--- src/rtl/ysyx_25040111_arbiter_if.sv ---
// rtl/ysyx_25040111_arbiter_if.sv - IFU/LSU/io_master AXI signal bundle for the two-master arbiter
interface ysyx_25040111_arbiter_if #(
  parameter int ADDR_W = 32,
  parameter int DATA_W = 32
);
  localparam int STRB_W = DATA_W / 8;

  // IFU read channels
  logic              ifu_arvalid, ifu_arready;
  logic [ADDR_W-1:0] ifu_araddr;
  logic [7:0]        ifu_arlen;
  logic [2:0]        ifu_arsize;
  logic [1:0]        ifu_arburst;
  logic              ifu_rvalid, ifu_rready, ifu_rlast;
  logic [DATA_W-1:0] ifu_rdata;
  logic [1:0]        ifu_rresp;

  // LSU read channels
  logic              lsu_arvalid, lsu_arready;
  logic [ADDR_W-1:0] lsu_araddr;
  logic [7:0]        lsu_arlen;
  logic [2:0]        lsu_arsize;
  logic [1:0]        lsu_arburst;
  logic              lsu_rvalid, lsu_rready, lsu_rlast;
  logic [DATA_W-1:0] lsu_rdata;
  logic [1:0]        lsu_rresp;

  // LSU write channels
  logic              lsu_awvalid, lsu_awready;
  logic [ADDR_W-1:0] lsu_awaddr;
  logic [2:0]        lsu_awsize;
  logic              lsu_wvalid, lsu_wready, lsu_wlast;
  logic [DATA_W-1:0] lsu_wdata;
  logic [STRB_W-1:0] lsu_wstrb;
  logic              lsu_bvalid, lsu_bready;
  logic [1:0]        lsu_bresp;

  // Downstream SoC master port
  logic              io_master_awready, io_master_awvalid;
  logic [ADDR_W-1:0] io_master_awaddr;
  logic [3:0]        io_master_awid;
  logic [7:0]        io_master_awlen;
  logic [2:0]        io_master_awsize;
  logic [1:0]        io_master_awburst;
  logic              io_master_wready, io_master_wvalid, io_master_wlast;
  logic [DATA_W-1:0] io_master_wdata;
  logic [STRB_W-1:0] io_master_wstrb;
  logic              io_master_bready, io_master_bvalid;
  logic [1:0]        io_master_bresp;
  logic [3:0]        io_master_bid;
  logic              io_master_arready, io_master_arvalid;
  logic [ADDR_W-1:0] io_master_araddr;
  logic [3:0]        io_master_arid;
  logic [7:0]        io_master_arlen;
  logic [2:0]        io_master_arsize;
  logic [1:0]        io_master_arburst;
  logic              io_master_rready, io_master_rvalid, io_master_rlast;
  logic [1:0]        io_master_rresp;
  logic [DATA_W-1:0] io_master_rdata;
  logic [3:0]        io_master_rid;

  // Arbiter view
  modport slave (
    input  ifu_arvalid, ifu_araddr, ifu_arlen, ifu_arsize, ifu_arburst, ifu_rready,
    output ifu_arready, ifu_rvalid, ifu_rdata, ifu_rresp, ifu_rlast,
    input  lsu_arvalid, lsu_araddr, lsu_arlen, lsu_arsize, lsu_arburst, lsu_rready,
    output lsu_arready, lsu_rvalid, lsu_rdata, lsu_rresp, lsu_rlast,
    input  lsu_awvalid, lsu_awaddr, lsu_awsize, lsu_wvalid, lsu_wdata, lsu_wstrb, lsu_wlast, lsu_bready,
    output lsu_awready, lsu_wready, lsu_bvalid, lsu_bresp,
    input  io_master_awready, io_master_wready, io_master_bvalid, io_master_bresp, io_master_bid,
    input  io_master_arready, io_master_rvalid, io_master_rresp, io_master_rdata, io_master_rlast, io_master_rid,
    output io_master_awvalid, io_master_awaddr, io_master_awid, io_master_awlen, io_master_awsize, io_master_awburst,
    output io_master_wvalid, io_master_wdata, io_master_wstrb, io_master_wlast, io_master_bready,
    output io_master_arvalid, io_master_araddr, io_master_arid, io_master_arlen, io_master_arsize, io_master_arburst,
    output io_master_rready
  );

  // Environment view (masters upstream, SoC downstream)
  modport master (
    output ifu_arvalid, ifu_araddr, ifu_arlen, ifu_arsize, ifu_arburst, ifu_rready,
    input  ifu_arready, ifu_rvalid, ifu_rdata, ifu_rresp, ifu_rlast,
    output lsu_arvalid, lsu_araddr, lsu_arlen, lsu_arsize, lsu_arburst, lsu_rready,
    input  lsu_arready, lsu_rvalid, lsu_rdata, lsu_rresp, lsu_rlast,
    output lsu_awvalid, lsu_awaddr, lsu_awsize, lsu_wvalid, lsu_wdata, lsu_wstrb, lsu_wlast, lsu_bready,
    input  lsu_awready, lsu_wready, lsu_bvalid, lsu_bresp,
    output io_master_awready, io_master_wready, io_master_bvalid, io_master_bresp, io_master_bid,
    output io_master_arready, io_master_rvalid, io_master_rresp, io_master_rdata, io_master_rlast, io_master_rid,
    input  io_master_awvalid, io_master_awaddr, io_master_awid, io_master_awlen, io_master_awsize, io_master_awburst,
    input  io_master_wvalid, io_master_wdata, io_master_wstrb, io_master_wlast, io_master_bready,
    input  io_master_arvalid, io_master_araddr, io_master_arid, io_master_arlen, io_master_arsize, io_master_arburst,
    input  io_master_rready
  );
endinterface

--- src/rtl/ysyx_25040111_arbiter.sv ---
// rtl/ysyx_25040111_arbiter.sv - IFU/LSU AXI4 read arbiter with LSU write pass-through; ARB_RR_EN selects round-robin
module ysyx_25040111_arbiter #(
  parameter int ADDR_W = 32,
  parameter int DATA_W = 32
) (
  input logic                     clock,
  input logic                     reset,
  ysyx_25040111_arbiter_if.slave  bus
);
  localparam int STRB_W = DATA_W / 8;

  localparam logic [1:0] R_IDLE = 2'd0;
  localparam logic [1:0] R_ADDR = 2'd1;
  localparam logic [1:0] R_DATA = 2'd2;
  localparam logic [0:0] W_IDLE = 1'b0;
  localparam logic [0:0] W_BUSY = 1'b1;

  logic [1:0] r_state_q, r_state_d;
  logic       grant_q, grant_d;
  logic [0:0] w_state_q, w_state_d;
  logic       aw_done_q, aw_done_d;
  logic       w_done_q, w_done_d;
  logic       req_winner;
  logic       ar_tie;
`ifdef ARB_RR_EN
  // Holds the master to favour on the next tie; reset value 0 favours the IFU first.
  logic       last_grant_q, last_grant_d;
`endif

  // Routing is by grant, so response IDs are intentionally unused.
  logic unused_ids;
  assign unused_ids = ^{bus.io_master_bid, bus.io_master_rid};

  assign ar_tie = bus.ifu_arvalid & bus.lsu_arvalid;

  // Pick the winner among the currently requesting masters.
  always_comb begin
`ifdef ARB_RR_EN
    req_winner = ar_tie ? last_grant_q : bus.lsu_arvalid;
`else
    req_winner = bus.lsu_arvalid;
`endif
  end

  // Read FSM: one complete burst per grant, released only on the last beat.
  always_comb begin
    r_state_d = r_state_q;
    grant_d   = grant_q;
`ifdef ARB_RR_EN
    last_grant_d = last_grant_q;
`endif
    case (r_state_q)
      R_IDLE: begin
        if (bus.ifu_arvalid || bus.lsu_arvalid) begin
          grant_d   = req_winner;
          r_state_d = R_ADDR;
`ifdef ARB_RR_EN
          if (ar_tie) last_grant_d = ~req_winner;
`endif
        end
      end
      R_ADDR: if (bus.io_master_arvalid && bus.io_master_arready) r_state_d = R_DATA;
      R_DATA: if (bus.io_master_rvalid && bus.io_master_rready && bus.io_master_rlast) r_state_d = R_IDLE;
      default: r_state_d = R_IDLE;
    endcase
  end

  // Read channel muxing: AR from the granted master in R_ADDR, R back to it in R_DATA.
  always_comb begin
    bus.io_master_arvalid = 1'b0;
    bus.io_master_araddr  = {ADDR_W{1'b0}};
    bus.io_master_arid    = 4'd0;
    bus.io_master_arlen   = 8'd0;
    bus.io_master_arsize  = 3'd0;
    bus.io_master_arburst = 2'd0;
    bus.io_master_rready  = 1'b0;
    bus.ifu_arready = 1'b0;
    bus.lsu_arready = 1'b0;
    bus.ifu_rvalid  = 1'b0;
    bus.ifu_rdata   = {DATA_W{1'b0}};
    bus.ifu_rresp   = 2'd0;
    bus.ifu_rlast   = 1'b0;
    bus.lsu_rvalid  = 1'b0;
    bus.lsu_rdata   = {DATA_W{1'b0}};
    bus.lsu_rresp   = 2'd0;
    bus.lsu_rlast   = 1'b0;
    if (r_state_q == R_ADDR) begin
      bus.io_master_arid = {3'b000, grant_q};
      if (grant_q) begin
        bus.io_master_arvalid = bus.lsu_arvalid;
        bus.io_master_araddr  = bus.lsu_araddr;
        bus.io_master_arlen   = bus.lsu_arlen;
        bus.io_master_arsize  = bus.lsu_arsize;
        bus.io_master_arburst = bus.lsu_arburst;
        bus.lsu_arready       = bus.io_master_arready;
      end else begin
        bus.io_master_arvalid = bus.ifu_arvalid;
        bus.io_master_araddr  = bus.ifu_araddr;
        bus.io_master_arlen   = bus.ifu_arlen;
        bus.io_master_arsize  = bus.ifu_arsize;
        bus.io_master_arburst = bus.ifu_arburst;
        bus.ifu_arready       = bus.io_master_arready;
      end
    end else if (r_state_q == R_DATA) begin
      if (grant_q) begin
        bus.lsu_rvalid       = bus.io_master_rvalid;
        bus.lsu_rdata        = bus.io_master_rdata;
        bus.lsu_rresp        = bus.io_master_rresp;
        bus.lsu_rlast        = bus.io_master_rlast;
        bus.io_master_rready = bus.lsu_rready;
      end else begin
        bus.ifu_rvalid       = bus.io_master_rvalid;
        bus.ifu_rdata        = bus.io_master_rdata;
        bus.ifu_rresp        = bus.io_master_rresp;
        bus.ifu_rlast        = bus.io_master_rlast;
        bus.io_master_rready = bus.ifu_rready;
      end
    end
  end

  // Write FSM: single outstanding LSU write, AW and W each accepted exactly once.
  always_comb begin
    w_state_d = w_state_q;
    aw_done_d = aw_done_q;
    w_done_d  = w_done_q;
    case (w_state_q)
      W_IDLE: if (bus.lsu_awvalid) w_state_d = W_BUSY;
      default: begin
        if (bus.io_master_awvalid && bus.io_master_awready) aw_done_d = 1'b1;
        if (bus.io_master_wvalid && bus.io_master_wready) w_done_d = 1'b1;
        if (bus.io_master_bvalid && bus.io_master_bready) begin
          aw_done_d = 1'b0;
          w_done_d  = 1'b0;
          w_state_d = W_IDLE;
        end
      end
    endcase
  end

  // Write channel pass-through while busy; done flags mask repeated valids from the LSU.
  always_comb begin
    bus.io_master_awvalid = 1'b0;
    bus.io_master_awaddr  = {ADDR_W{1'b0}};
    bus.io_master_awid    = 4'd0;
    bus.io_master_awlen   = 8'd0;
    bus.io_master_awsize  = 3'd0;
    bus.io_master_awburst = 2'b00;
    bus.io_master_wvalid  = 1'b0;
    bus.io_master_wdata   = {DATA_W{1'b0}};
    bus.io_master_wstrb   = {STRB_W{1'b0}};
    bus.io_master_wlast   = 1'b0;
    bus.io_master_bready  = 1'b0;
    bus.lsu_awready = 1'b0;
    bus.lsu_wready  = 1'b0;
    bus.lsu_bvalid  = 1'b0;
    bus.lsu_bresp   = 2'd0;
    if (w_state_q == W_BUSY) begin
      bus.io_master_awvalid = bus.lsu_awvalid & ~aw_done_q;
      bus.io_master_awaddr  = bus.lsu_awaddr;
      bus.io_master_awsize  = bus.lsu_awsize;
      bus.io_master_awburst = 2'b01;
      bus.lsu_awready       = bus.io_master_awready & ~aw_done_q;
      bus.io_master_wvalid  = bus.lsu_wvalid & ~w_done_q;
      bus.io_master_wdata   = bus.lsu_wdata;
      bus.io_master_wstrb   = bus.lsu_wstrb;
      bus.io_master_wlast   = bus.lsu_wlast;
      bus.lsu_wready        = bus.io_master_wready & ~w_done_q;
      bus.lsu_bvalid        = bus.io_master_bvalid;
      bus.lsu_bresp         = bus.io_master_bresp;
      bus.io_master_bready  = bus.lsu_bready;
    end
  end

  // State registers; reset aborts any transfer in flight.
  always_ff @(posedge clock or negedge reset) begin
    if (!reset) begin
      r_state_q <= R_IDLE;
      grant_q   <= 1'b0;
      w_state_q <= W_IDLE;
      aw_done_q <= 1'b0;
      w_done_q  <= 1'b0;
`ifdef ARB_RR_EN
      last_grant_q <= 1'b0;
`endif
    end else begin
      r_state_q <= r_state_d;
      grant_q   <= grant_d;
      w_state_q <= w_state_d;
      aw_done_q <= aw_done_d;
      w_done_q  <= w_done_d;
`ifdef ARB_RR_EN
      last_grant_q <= last_grant_d;
`endif
    end
  end
endmodule

--- src/flat_wrapper.sv ---
// flat-port wrapper written by rule: the top's interface ports become plain ports
module ysyx_25040111_arbiter_flat 
#(
  parameter int ADDR_W = 32,
  parameter int DATA_W = 32
)
  (clock, reset, bus_ifu_arvalid, bus_ifu_araddr, bus_ifu_arlen, bus_ifu_arsize, bus_ifu_arburst, bus_ifu_rready, bus_ifu_arready, bus_ifu_rvalid, bus_ifu_rdata, bus_ifu_rresp, bus_ifu_rlast, bus_lsu_arvalid, bus_lsu_araddr, bus_lsu_arlen, bus_lsu_arsize, bus_lsu_arburst, bus_lsu_rready, bus_lsu_arready, bus_lsu_rvalid, bus_lsu_rdata, bus_lsu_rresp, bus_lsu_rlast, bus_lsu_awvalid, bus_lsu_awaddr, bus_lsu_awsize, bus_lsu_wvalid, bus_lsu_wdata, bus_lsu_wstrb, bus_lsu_wlast, bus_lsu_bready, bus_lsu_awready, bus_lsu_wready, bus_lsu_bvalid, bus_lsu_bresp, bus_io_master_awready, bus_io_master_wready, bus_io_master_bvalid, bus_io_master_bresp, bus_io_master_bid, bus_io_master_arready, bus_io_master_rvalid, bus_io_master_rresp, bus_io_master_rdata, bus_io_master_rlast, bus_io_master_rid, bus_io_master_awvalid, bus_io_master_awaddr, bus_io_master_awid, bus_io_master_awlen, bus_io_master_awsize, bus_io_master_awburst, bus_io_master_wvalid, bus_io_master_wdata, bus_io_master_wstrb, bus_io_master_wlast, bus_io_master_bready, bus_io_master_arvalid, bus_io_master_araddr, bus_io_master_arid, bus_io_master_arlen, bus_io_master_arsize, bus_io_master_arburst, bus_io_master_rready);
  ysyx_25040111_arbiter_if #(.ADDR_W(ADDR_W), .DATA_W(DATA_W)) bus_i ();
  input logic clock;
  input logic reset;
  input wire logic [$bits(bus_i.ifu_arvalid)-1:0] bus_ifu_arvalid;
  input wire logic [$bits(bus_i.ifu_araddr)-1:0] bus_ifu_araddr;
  input wire logic [$bits(bus_i.ifu_arlen)-1:0] bus_ifu_arlen;
  input wire logic [$bits(bus_i.ifu_arsize)-1:0] bus_ifu_arsize;
  input wire logic [$bits(bus_i.ifu_arburst)-1:0] bus_ifu_arburst;
  input wire logic [$bits(bus_i.ifu_rready)-1:0] bus_ifu_rready;
  output wire logic [$bits(bus_i.ifu_arready)-1:0] bus_ifu_arready;
  output wire logic [$bits(bus_i.ifu_rvalid)-1:0] bus_ifu_rvalid;
  output wire logic [$bits(bus_i.ifu_rdata)-1:0] bus_ifu_rdata;
  output wire logic [$bits(bus_i.ifu_rresp)-1:0] bus_ifu_rresp;
  output wire logic [$bits(bus_i.ifu_rlast)-1:0] bus_ifu_rlast;
  input wire logic [$bits(bus_i.lsu_arvalid)-1:0] bus_lsu_arvalid;
  input wire logic [$bits(bus_i.lsu_araddr)-1:0] bus_lsu_araddr;
  input wire logic [$bits(bus_i.lsu_arlen)-1:0] bus_lsu_arlen;
  input wire logic [$bits(bus_i.lsu_arsize)-1:0] bus_lsu_arsize;
  input wire logic [$bits(bus_i.lsu_arburst)-1:0] bus_lsu_arburst;
  input wire logic [$bits(bus_i.lsu_rready)-1:0] bus_lsu_rready;
  output wire logic [$bits(bus_i.lsu_arready)-1:0] bus_lsu_arready;
  output wire logic [$bits(bus_i.lsu_rvalid)-1:0] bus_lsu_rvalid;
  output wire logic [$bits(bus_i.lsu_rdata)-1:0] bus_lsu_rdata;
  output wire logic [$bits(bus_i.lsu_rresp)-1:0] bus_lsu_rresp;
  output wire logic [$bits(bus_i.lsu_rlast)-1:0] bus_lsu_rlast;
  input wire logic [$bits(bus_i.lsu_awvalid)-1:0] bus_lsu_awvalid;
  input wire logic [$bits(bus_i.lsu_awaddr)-1:0] bus_lsu_awaddr;
  input wire logic [$bits(bus_i.lsu_awsize)-1:0] bus_lsu_awsize;
  input wire logic [$bits(bus_i.lsu_wvalid)-1:0] bus_lsu_wvalid;
  input wire logic [$bits(bus_i.lsu_wdata)-1:0] bus_lsu_wdata;
  input wire logic [$bits(bus_i.lsu_wstrb)-1:0] bus_lsu_wstrb;
  input wire logic [$bits(bus_i.lsu_wlast)-1:0] bus_lsu_wlast;
  input wire logic [$bits(bus_i.lsu_bready)-1:0] bus_lsu_bready;
  output wire logic [$bits(bus_i.lsu_awready)-1:0] bus_lsu_awready;
  output wire logic [$bits(bus_i.lsu_wready)-1:0] bus_lsu_wready;
  output wire logic [$bits(bus_i.lsu_bvalid)-1:0] bus_lsu_bvalid;
  output wire logic [$bits(bus_i.lsu_bresp)-1:0] bus_lsu_bresp;
  input wire logic [$bits(bus_i.io_master_awready)-1:0] bus_io_master_awready;
  input wire logic [$bits(bus_i.io_master_wready)-1:0] bus_io_master_wready;
  input wire logic [$bits(bus_i.io_master_bvalid)-1:0] bus_io_master_bvalid;
  input wire logic [$bits(bus_i.io_master_bresp)-1:0] bus_io_master_bresp;
  input wire logic [$bits(bus_i.io_master_bid)-1:0] bus_io_master_bid;
  input wire logic [$bits(bus_i.io_master_arready)-1:0] bus_io_master_arready;
  input wire logic [$bits(bus_i.io_master_rvalid)-1:0] bus_io_master_rvalid;
  input wire logic [$bits(bus_i.io_master_rresp)-1:0] bus_io_master_rresp;
  input wire logic [$bits(bus_i.io_master_rdata)-1:0] bus_io_master_rdata;
  input wire logic [$bits(bus_i.io_master_rlast)-1:0] bus_io_master_rlast;
  input wire logic [$bits(bus_i.io_master_rid)-1:0] bus_io_master_rid;
  output wire logic [$bits(bus_i.io_master_awvalid)-1:0] bus_io_master_awvalid;
  output wire logic [$bits(bus_i.io_master_awaddr)-1:0] bus_io_master_awaddr;
  output wire logic [$bits(bus_i.io_master_awid)-1:0] bus_io_master_awid;
  output wire logic [$bits(bus_i.io_master_awlen)-1:0] bus_io_master_awlen;
  output wire logic [$bits(bus_i.io_master_awsize)-1:0] bus_io_master_awsize;
  output wire logic [$bits(bus_i.io_master_awburst)-1:0] bus_io_master_awburst;
  output wire logic [$bits(bus_i.io_master_wvalid)-1:0] bus_io_master_wvalid;
  output wire logic [$bits(bus_i.io_master_wdata)-1:0] bus_io_master_wdata;
  output wire logic [$bits(bus_i.io_master_wstrb)-1:0] bus_io_master_wstrb;
  output wire logic [$bits(bus_i.io_master_wlast)-1:0] bus_io_master_wlast;
  output wire logic [$bits(bus_i.io_master_bready)-1:0] bus_io_master_bready;
  output wire logic [$bits(bus_i.io_master_arvalid)-1:0] bus_io_master_arvalid;
  output wire logic [$bits(bus_i.io_master_araddr)-1:0] bus_io_master_araddr;
  output wire logic [$bits(bus_i.io_master_arid)-1:0] bus_io_master_arid;
  output wire logic [$bits(bus_i.io_master_arlen)-1:0] bus_io_master_arlen;
  output wire logic [$bits(bus_i.io_master_arsize)-1:0] bus_io_master_arsize;
  output wire logic [$bits(bus_i.io_master_arburst)-1:0] bus_io_master_arburst;
  output wire logic [$bits(bus_i.io_master_rready)-1:0] bus_io_master_rready;
  assign bus_i.ifu_arvalid = bus_ifu_arvalid;
  assign bus_i.ifu_araddr = bus_ifu_araddr;
  assign bus_i.ifu_arlen = bus_ifu_arlen;
  assign bus_i.ifu_arsize = bus_ifu_arsize;
  assign bus_i.ifu_arburst = bus_ifu_arburst;
  assign bus_i.ifu_rready = bus_ifu_rready;
  assign bus_ifu_arready = bus_i.ifu_arready;
  assign bus_ifu_rvalid = bus_i.ifu_rvalid;
  assign bus_ifu_rdata = bus_i.ifu_rdata;
  assign bus_ifu_rresp = bus_i.ifu_rresp;
  assign bus_ifu_rlast = bus_i.ifu_rlast;
  assign bus_i.lsu_arvalid = bus_lsu_arvalid;
  assign bus_i.lsu_araddr = bus_lsu_araddr;
  assign bus_i.lsu_arlen = bus_lsu_arlen;
  assign bus_i.lsu_arsize = bus_lsu_arsize;
  assign bus_i.lsu_arburst = bus_lsu_arburst;
  assign bus_i.lsu_rready = bus_lsu_rready;
  assign bus_lsu_arready = bus_i.lsu_arready;
  assign bus_lsu_rvalid = bus_i.lsu_rvalid;
  assign bus_lsu_rdata = bus_i.lsu_rdata;
  assign bus_lsu_rresp = bus_i.lsu_rresp;
  assign bus_lsu_rlast = bus_i.lsu_rlast;
  assign bus_i.lsu_awvalid = bus_lsu_awvalid;
  assign bus_i.lsu_awaddr = bus_lsu_awaddr;
  assign bus_i.lsu_awsize = bus_lsu_awsize;
  assign bus_i.lsu_wvalid = bus_lsu_wvalid;
  assign bus_i.lsu_wdata = bus_lsu_wdata;
  assign bus_i.lsu_wstrb = bus_lsu_wstrb;
  assign bus_i.lsu_wlast = bus_lsu_wlast;
  assign bus_i.lsu_bready = bus_lsu_bready;
  assign bus_lsu_awready = bus_i.lsu_awready;
  assign bus_lsu_wready = bus_i.lsu_wready;
  assign bus_lsu_bvalid = bus_i.lsu_bvalid;
  assign bus_lsu_bresp = bus_i.lsu_bresp;
  assign bus_i.io_master_awready = bus_io_master_awready;
  assign bus_i.io_master_wready = bus_io_master_wready;
  assign bus_i.io_master_bvalid = bus_io_master_bvalid;
  assign bus_i.io_master_bresp = bus_io_master_bresp;
  assign bus_i.io_master_bid = bus_io_master_bid;
  assign bus_i.io_master_arready = bus_io_master_arready;
  assign bus_i.io_master_rvalid = bus_io_master_rvalid;
  assign bus_i.io_master_rresp = bus_io_master_rresp;
  assign bus_i.io_master_rdata = bus_io_master_rdata;
  assign bus_i.io_master_rlast = bus_io_master_rlast;
  assign bus_i.io_master_rid = bus_io_master_rid;
  assign bus_io_master_awvalid = bus_i.io_master_awvalid;
  assign bus_io_master_awaddr = bus_i.io_master_awaddr;
  assign bus_io_master_awid = bus_i.io_master_awid;
  assign bus_io_master_awlen = bus_i.io_master_awlen;
  assign bus_io_master_awsize = bus_i.io_master_awsize;
  assign bus_io_master_awburst = bus_i.io_master_awburst;
  assign bus_io_master_wvalid = bus_i.io_master_wvalid;
  assign bus_io_master_wdata = bus_i.io_master_wdata;
  assign bus_io_master_wstrb = bus_i.io_master_wstrb;
  assign bus_io_master_wlast = bus_i.io_master_wlast;
  assign bus_io_master_bready = bus_i.io_master_bready;
  assign bus_io_master_arvalid = bus_i.io_master_arvalid;
  assign bus_io_master_araddr = bus_i.io_master_araddr;
  assign bus_io_master_arid = bus_i.io_master_arid;
  assign bus_io_master_arlen = bus_i.io_master_arlen;
  assign bus_io_master_arsize = bus_i.io_master_arsize;
  assign bus_io_master_arburst = bus_i.io_master_arburst;
  assign bus_io_master_rready = bus_i.io_master_rready;
  ysyx_25040111_arbiter #(.ADDR_W(ADDR_W), .DATA_W(DATA_W)) u_core (.clock(clock), .reset(reset), .bus(bus_i));
endmodule
--- config.mk ---
export PLATFORM = sky130hd
export DESIGN_NAME = ysyx_25040111_arbiter_flat
export DESIGN_NICKNAME = d
export VERILOG_FILES = /design/src/rtl/ysyx_25040111_arbiter_if.sv /design/src/rtl/ysyx_25040111_arbiter.sv /design/src/flat_wrapper.sv
export SDC_FILE = /design/constraint.sdc
export NUM_CORES = 1
export LEC_CHECK = 0
export BUFFER_PORTS_ARGS = -buffer_cell sky130_fd_sc_hd__buf_2
export CORE_AREA = 5 5 170 172
export CTS_BUF_LIST = sky130_fd_sc_hd__clkbuf_16
export DETAILED_ROUTE_END_ITERATION = 8
export DIE_AREA = 0 0 175 177
export GPL_TIMING_DRIVEN = 0
export PLACE_DENSITY_LB_ADDON = 0.2
export SYNTH_ARGS = -nofsm -noshare
export SYNTH_HDL_FRONTEND = slang
export SYNTH_SLANG_ARGS = --single-unit
--- constraint.sdc ---
create_clock -name clock -period 1.25 [get_ports clock]
set_input_delay 0.125 -clock clock [delete_from_list [all_inputs] [get_ports clock]]
set_output_delay 0.125 -clock clock [all_outputs]
set_load 0.01 [all_outputs]
==> impl_metrics.toml, run 1 <==
[routing]
wl_mm = 17.61
wire_per_inst_um = 16.01
drc_errors = 0
final_antenna_net_count = 0
vias = 3804
viasPerCell = 3.458
drt_iter0_drc = 85
drt_first_pass_iters = 4

[setup_path]
startpoint_type = "flop"
rr_worst_depth = 4
crit_chain = "nor3b_4 -> buf_12 -> clkbuf_16 -> buf_16 -> a22o_1 -> buf_2"
cp_max_fo = 7
crit_slowest_cell = "dfrtp_2"
critPathArrivalTime_ns = 1.62
endpoint_kind = "output port"
required_ns = 1.12
cp_num_buf_inv = 4
crit_type = "flop to output port"
r2r_start = "u_core.grant_q"
critPathLaunch = "u_core.r_state_q[0]"
worst-path-stages = 6
critPathTopFamily = "buffers and inverters"
cpPeakStageDelay_ns = 0.43

[global_routing]
grt_pass1_vias = 3888
grt_max_degree = 11
grt_pass1_wl_mm = 22.89
grt_usage_pct = 9.438
overflow = 0
antenna_found_initial = 0

[run_status]
status = "finished with violations"
violations = "setup timing"

[yosys]
synth_top_area_cell = "and2_1"
synth_cell_type_count = 24
synth-seq-area-share_pct = 7.797
async_flop_share_pct = 100.0
synth-main-ff-cell = "dfrtp_1"
synthAdderAreaFrac_pct = 0
avgSynthCellArea_um2 = 7.028
synth-simple-area-share_pct = 56.01
synthTopCellsByArea = "and2_1 49%, a22o_1 21%, buf_4 8.2%"
syn_area_mm2 = 0.001926
synth_edf_count = 0
synth_compound_area_share_pct = 21.83
synth_top_area_share_pct = 48.73
synth_top_family_by_area = "simple AND/OR/NAND/NOR gates"
ys_ff_latch = 6
ys.warnings.count = 0
synthMuxAreaShare_pct = 1.105
yosys-top-cells-count = "150 x and2_1, 46 x a22o_1, 21 x buf_4, 12 x clkbuf_1, 8 x nor2_1"
synth_xor_area_share_pct = 0
syn_inst = 274
synth_most_common_cell = "and2_1"

[timing]
timing.fmax_ghz = 0.5743
setup_violations = 204
final_max_slew_viol_count = 0
fin_crit_sh_pct = 139.3
fin_setup_tns_ns = -59.42
worst_clock_skew_ns = 0.0001927
finalCriticalPeriod_ns = 1.741
finalWorstSetupSlack_ns = -0.4912
rsz0062_at_grt = "true"
hold_viol = 0

[cts]
cts_root_buf = "clkbuf_16"
cts_buffers = 3
clk_pin_slew_worst_paths_ns = 0.04
ctsHtreeMaxLevel = 1
cts_tree = "yes"
clock_path_buffers = 2
clkLatencyLatePin_ns = 0.23
clock-sinks = 6

[power_and_ir_drop]
power_density_mw_per_mm2 = 1332
ir_drop_mv = 0.4354
total_power_uw = 9127
p_leak_uw = 0.003731

[layout]
nets = 976
fillers = 2990
multi_input_area_mm2 = 0.001983
seq_area_um2 = 155.1
stdcell_area_mm2 = 0.006850
diodes = 0
layout-drive-gt1-share_pct = 87.27
fin_util_pct = 25.07
area_delta_synth_final_pct = 255.8

[floorplanning]
die_y_um = 177
die-area_mm2 = 0.03098
ios = 440
fp.coreArea_mm2 = 0.02732
die_w_um = 175
num_rows = 61
initial_core_util_pct = 7.047

[hold_path]
min_from = "bus_lsu_arvalid"
hold_class = "input pin to flop"
whs_path_depth = 2

[placed_design]
gp_congestion = 0.7476
io_buffers = 415
place_area_mm2 = 0.004527
dp_hpwl_mm = 13.14
pre_cts_slack_ns = -0.6431

[job]
cap_viol_max_count = 0
==> timing repair <==
action,in CTS,in global routing
endpoints found under the setup margin,204,205
hold buffers,1,0
resized for setup,224,204
pin swaps,43,66
gates cloned,20,6
setup buffers,18,10
hold endpoints to repair,6,0
==> flip-flops by register name (all words and copies together) (netlist names) <==
| signal | count |
|---|---|
| u_core.aw_done_q | 1 |
| u_core.w_done_q | 1 |
| u_core.r_state_q | 2 |
| u_core.grant_q | 1 |
| u_core.w_state_q | 1 |
==> worst paths after layout <==
| check | to | slack, ns |
|---|---|---|
| setup reg to reg | u_core.r_state_q[0] | -0.09 |
| setup / recovery | bus_io_master_araddr[23] | -0.49 |
| hold reg to reg | u_core.aw_done_q | 0.51 |
| hold / removal | u_core.grant_q | 0.16 |
| min in group asynchronous | u_core.aw_done_q | 0.27 |
| max in group asynchronous | u_core.r_state_q[0] | 0.81 |
==> where the power goes <==
| group | switching, uW | total (uW) | internal [uW] | leakage [uW] |
|---|---|---|---|---|
| Clock | 119 | 535 | 416 | 0.0000423 |
| Combinational | 3390 | 8190 | 4800 | 0.00362 |
| Sequential | 131 | 402 | 271 | 0.0000667 |
==> cell families (layout without fill, tap and decap cells) <==
| family | after synthesis | in the layout |
|---|---|---|
| buffers and inverters | 43 | 507 |
| and+or+nand+nor | 173 | 174 |
| AOI/OAI and AO/OA | 49 | 49 |
| muxes | 2 | 2 |
| DFF | 6 | 6 |
| other | 1 | 16 |
==> final cells by class <==
cell class              instances  area share [%]
repair buffers                462           53.50
multi-input cells             241           28.95
plain buffers                  40           7.726
well taps                     346           6.320
flip-flops and latches          6           2.265
clock buffers                   3           1.096
inverters                       1         0.09132
clock inverters                 1         0.05479
==> routing by layer <==
metal  share of wire, %  global-route usage (%)  up-vias
li1                   -                       -     1853
met1                 36                   10.94     1740
met2                 56                   18.29      205
met3                7.3                   1.709        6
met4               0.71                   1.538        0
met5                  0                       0        -
==> stage by stage <==
stage	std cells	hold WS, ns
3_3_place_gp	1050	-0.03168
4_1_cts	1092	0.1551
6_report	1100	0.1641
3_5_place_dp	1050	-0.02976
5_1_grt	1100	0.1698
2_1_floorplan	289	-0.1706
==> cells in the final DEF (no fill, tap or decap) <==
cell,Yosys,routed
a21oi_1,1,1
a22o_1,46,46
a31oi_1,1,1
and2_1,150,9
and2_4,0,141
and3_1,1,1
and3b_1,5,5
buf_12,0,9
buf_16,0,2
buf_2,6,272
buf_4,21,24
buf_6,0,156
buf_8,0,30
clkbuf_16,0,11
conb_1,1,16
dfrtp_1,6,2
dfrtp_2,0,4
dlygate4sd3_1,0,1
inv_1,0,1
inv_4,0,1
mux2_2,1,1
mux2i_2,0,1
nand2_1,2,2
nand2b_4,0,1
nand3_1,1,1
nor2_1,8,7
nor2_4,0,3
nor3_1,1,1
nor3b_1,2,1
nor3b_4,0,2
o22ai_1,1,1
No activity file was read; power rests on OpenSTA's default activity.
==> run 2, diff against run 1 <==
Settings changed: CTS_BUF_LIST sky130_fd_sc_hd__clkbuf_16 to not set.
==> impl_metrics.toml, run 2 (synthesis gave the netlist of run 1 again) <==
[run_status]
status = "finished with violations"
violations = "setup timing"

[timing]
fin_crit_sh_pct = 135.7
fin_setup_tns_ns = -56.46
final_max_slew_viol_count = 0
rsz0062_at_grt = "true"
hold_viol = 0
timing.fmax_ghz = 0.5895
finalWorstSetupSlack_ns = -0.4464
finalCriticalPeriod_ns = 1.696
setup_violations = 203
holdWs_ns = 0.1623
worst_clock_skew_ns = 0.0002214

[placed_design]
placed_cells = 1050
gp_congestion = 0.7476
place_area_mm2 = 0.004527
io_buffers = 415
dp_hpwl_mm = 13.14
pre_cts_slack_ns = -0.6431

[setup_path]
critPathArrivalTime_ns = 1.57
startpoint_type = "flop"
r2r_start = "u_core.grant_q"
crit_type = "flop to output port"
critPathLaunch = "u_core.r_state_q[0]"
cp_max_fo = 7
required_ns = 1.12
endpoint_kind = "output port"

[routing]
vias = 3705
final_antenna_net_count = 0
drt_first_pass_iters = 4
drc_errors = 0
viasPerCell = 3.396
wire_per_inst_um = 15.48
wl_mm = 16.89
drt_iter0_drc = 81

[layout]
top_register = "u_core.r_state_q"
layout-drive-gt1-share_pct = 85.50
nets = 967
final_cell_mix = "288 x buf_2, 145 x buf_6, 125 x and2_4"
diodes = 0
fin_cells = 1091
stdcell_area_mm2 = 0.006504
final_common_cell = "buf_2"
area_delta_synth_final_pct = 237.8
largest_reg_flops = 2

[power_and_ir_drop]
p_sw_uw = 3377
ir_drop_mv = 0.3477
power_density_mw_per_mm2 = 1251
p_leak_uw = 0.003604
p_seq_share_pct = 5.0
pwr-share-clk_pct = 6.7
p_comb_share_pct = 88.3
cellInternalPower_uw = 4761
sw_frac_of_total_pct = 41.50

[global_routing]
grt_pass1_wl_mm = 22.52
overflow = 0
grt_usage_pct = 9.286
antenna_found_initial = 0
grt_pass1_vias = 3852
grt_max_degree = 11

[cts]
ctsHtreeMaxLevel = 1
clk_pin_slew_worst_paths_ns = 0.04
clkLatencyLatePin_ns = 0.23
cts_buffers = 3
cts_root_buf = "clkbuf_16"
cts_tree = "yes"
clock-sinks = 6
clock_path_buffers = 2

[job]
cap_viol_max_count = 0

[hold_path]
min_from = "bus_lsu_awvalid"
hold_class = "input pin to flop"

[floorplanning]
num_rows = 61
die-area_mm2 = 0.03098
die_y_um = 177
initial_core_util_pct = 7.047
die_w_um = 175
ios = 440
fp.coreArea_mm2 = 0.02732
[run 2: cell count changes in the layout (fill, tap and decap cells not counted), sizes merged]
cell	change
inv	-1
clkbuf	-1
buf	-7
[run 2: critical path: stages, from the launching register on]
cell	delay [ns]
dfrtp_2	0.43
nand2b_4	0.19
nor2_4	0.21
buf_6	0.16
buf_8	0.10
and2_4	0.14
buf_6	0.10
[run 2: final cells by class]
| type | instances | area [um2] |
|---|---|---|
| clock buffer | 4 | 78.83 |
| buffer | 41 | 518.0 |
| timing repair buffer | 452 | 3341 |
| multi-input combinational | 241 | 1972 |
| inverter | 1 | 6.256 |
| fill | 3040 | 20820 |
| tap | 346 | 432.9 |
| sequential | 6 | 155.1 |
[run 2: layer usage]
metal	GRT usage, %	part of all wire [%]	up-vias
li1	-	-	1830
met5	0	0	-
met1	10.86	37	1674
met3	1.709	7.1	8
met4	1.473	0.92	0
met2	17.87	55	193
[run 2: timing repair]
item / CTS / global route
resized for setup: 220 / 167
setup endpoints to repair: 204 / 205
hold buffers: 1 / 0
cloned: 16 / 2
endpoints found under the hold margin: 6 / 0
setup buffers: 18 / 5
pin swaps: 51 / 22
[run 2: stage by stage]
step | util [%] | total power [uW]
6_report | 23.80 | 8139
4_1_cts | 21.47 | 7717
3_3_place_gp | 16.57 | 5492
2_1_floorplan | - | 3213
5_1_grt | 23.80 | 8717
3_5_place_dp | 16.57 | 5413
[run 2: power groups by stage]
stage          Combinational, uW  Clock (uW)  Sequential, uW
2_1_floorplan               2870           0             344
3_3_place_gp                5100           0             391
3_5_place_dp                5030           0             387
4_1_cts                     6760         555             402
5_1_grt                     7730         568             423
6_report                    7190         544             407
[run 2: final timing paths]
kind / slack (ns) / depth (start not counted) / to
worst max-delay path: -0.45 / 6 / bus_lsu_rdata[23]
worst min-delay path: 0.16 / 3 / u_core.w_state_q
worst max register to register: -0.02 / 4 / u_core.r_state_q[0]
worst min register to register: 0.51 / 2 / u_core.aw_done_q
max in group asynchronous: 0.81 / 2 / u_core.r_state_q[0]
min in group asynchronous: 0.27 / 2 / u_core.aw_done_q
==> run 3, diff against run 2 <==
Settings changed: ABC_AREA set to 1, CELL_PAD_IN_SITES_DETAIL_PLACEMENT set to 0, CELL_PAD_IN_SITES_GLOBAL_PLACEMENT set to 1, CORE_AREA 5 5 170 172 to 5 5 168 170, DIE_AREA 0 0 175 177 to 0 0 173 175.
==> impl_metrics.toml, run 3 <==
[run_status]
status = "finished with violations"
violations = "setup timing"

[yosys]
synth_top_area_cell = "nand2_1"
synthTopCellsByArea = "nand2_1 29%, inv_1 19%, nor2_1 13%"
ys_ff_latch = 6
syn_inst = 499
async_flop_share_pct = 100.0
yosys-top-cells-count = "183 x nand2_1, 120 x inv_1, 79 x nor2_1, 37 x a21oi_1, 18 x buf_4"
avgSynthCellArea_um2 = 4.676
synth_most_common_cell = "nand2_1"
synth_top_area_share_pct = 29.44
synth-seq-area-share_pct = 6.434
synth-main-ff-cell = "dfrtp_1"
syn_area_mm2 = 0.002333
ys.warnings.count = 0
synth_cell_type_count = 20
synth_edf_count = 0

[floorplanning]
die_y_um = 175
die_w_um = 173
initial_core_util_pct = 8.781
die-area_mm2 = 0.03028
num_rows = 60
ios = 440
fp.coreArea_mm2 = 0.02658

[timing]
fin_setup_tns_ns = -38.59
rsz0062_at_grt = "true"
setup_violations = 202
timing.fmax_ghz = 0.6362
finalCriticalPeriod_ns = 1.572
fin_crit_sh_pct = 125.8
finalWorstSetupSlack_ns = -0.3219
worst_clock_skew_ns = 0.0002545
final_max_slew_viol_count = 0
hold_viol = 0

[layout]
nets = 1204
largest_reg_flops = 2
stdcell_area_mm2 = 0.007794
top_register = "u_core.r_state_q"
layout-drive-gt1-share_pct = 81.75
final_common_cell = "buf_2"
area_delta_synth_final_pct = 234.0
fin_cells = 1323
final_cell_mix = "307 x buf_2, 122 x buf_6, 72 x nand2_1"

[placed_design]
gp_congestion = 0.7975
placed_cells = 1270
place_area_mm2 = 0.004893
io_buffers = 415
dp_hpwl_mm = 15.03

[global_routing]
overflow = 0
grt_pass1_wl_mm = 26.07
grt_max_degree = 11
grt_usage_pct = 10.75
antenna_found_initial = 2
grt_pass1_vias = 4484

[job]
cap_viol_max_count = 0

[cts]
cts_buffers = 3
clock-sinks = 6
clkLatencyLatePin_ns = 0.22
clk_pin_slew_worst_paths_ns = 0.04
clock_path_buffers = 2
cts_root_buf = "clkbuf_16"
ctsHtreeMaxLevel = 1
cts_tree = "yes"

[hold_path]
hold_class = "input pin to flop"

[routing]
viasPerCell = 3.484
drc_errors = 0
drt_iter0_drc = 68
final_antenna_net_count = 0
wl_mm = 19.38
vias = 4609
wire_per_inst_um = 14.65
drt_first_pass_iters = 4

[power_and_ir_drop]
ir_drop_mv = 0.8944
p_leak_uw = 0.004502
power_density_mw_per_mm2 = 1332

[setup_path]
endpoint_kind = "output port"
crit_type = "flop to output port"
startpoint_type = "flop"
required_ns = 1.12
critPathArrivalTime_ns = 1.45
cp_max_fo = 8
==> run 3: changes by cell type in the layout (fill, tap and decap cells not counted), moves of 40 or more <==
| cell | change |
|---|---|
| inv_2 | +66 |
| nand2_4 | +66 |
| nor2_4 | +40 |
| nand2_1 | +70 |
| nand2_2 | +46 |
| a22o_1 | -46 |
| and2_4 | -124 |
| inv_1 | +52 |
==> run 3: timing repair <==
item                                    in CTS  in global routing
endpoints found under the setup margin     203                206
cloned                                      14                  9
pin swaps                                   17                 49
hold buffers                                 1                  0
setup buffers                               20                 16
gates resized for setup                    268                346
endpoints found under the hold margin        6                  0
==> run 3: power by group <==
part / switching (uW) / internal (uW)
clock: 107 / 411
combinational: 4920 / 4620
sequential: 65.8 / 268
==> run 3: logic make-up (layout without fill, tap and decap cells) <==
group	Yosys count	in the layout	synth area share, %
buffers and inverters	169	634	35.39
flip-flops	6	6	6.434
AND/OR/NAND/NOR	273	275	45.47
other	1	17	0.1607
AO/OA/AOI/OAI	50	50	12.55
==> run 3: routing by layer <==
layer | track usage, % | wire, um
met1 | 11.82 | 7176
met2 | 20.97 | 10880
met3 | 2.878 | 1174
met4 | 1.663 | 144
met5 | 0 | 7
==> run 3: path summary, 6_finish.rpt <==
check | startpoint | end | slack [ns] | depth (start not counted)
max reg2reg | u_core.grant_q | u_core.r_state_q[1] | -0.11 | 10
max | u_core.r_state_q[0] | bus_ifu_rdata[3] | -0.32 | 6
min in group asynchronous | reset | u_core.grant_q | 0.29 | 2
min reg2reg | u_core.w_done_q | u_core.w_done_q | 0.57 | 2
min | bus_lsu_arvalid | u_core.grant_q | 0.14 | 3
max in group asynchronous | reset | u_core.w_state_q | 0.77 | 2
==> run 3: worst max-delay path: stages (launching register included) <==
cell,delay [ns]
dfrtp_2,0.43
nor2_4,0.13
buf_12,0.14
nand2_8,0.10
clkbuf_16,0.18
nor2_1,0.08
buf_2,0.14
==> run 3: cell type report <==
cell class / instances / area (um2)
antenna: 1 / 2.502
buffer: 46 / 574.3
clock buffer: 3 / 75.07
fill: 2967 / 18780
inverter: 121 / 476.7
multi-input combinational: 341 / 2576
sequential: 6 / 152.6
tap: 341 / 426.7
timing repair buffer: 464 / 3510
==> run 3: stage by stage <==
| step | utilization [%] | hold slack [ns] | setup slack (ns) | power, uW |
|---|---|---|---|---|
| after CTS | 23.46 | 0.1300 | -0.3072 | 8248 |
| after global routing | 29.33 | 0.1653 | -0.3800 | 11180 |
| after global placement | 18.41 | 0.001379 | -0.1214 | 6143 |
| after detailed placement | 18.41 | -0.0009041 | -0.1080 | 6034 |
| after floorplan | - | -0.1706 | 0.08554 | 3625 |
| final | 29.33 | 0.1431 | -0.3219 | 10380 |
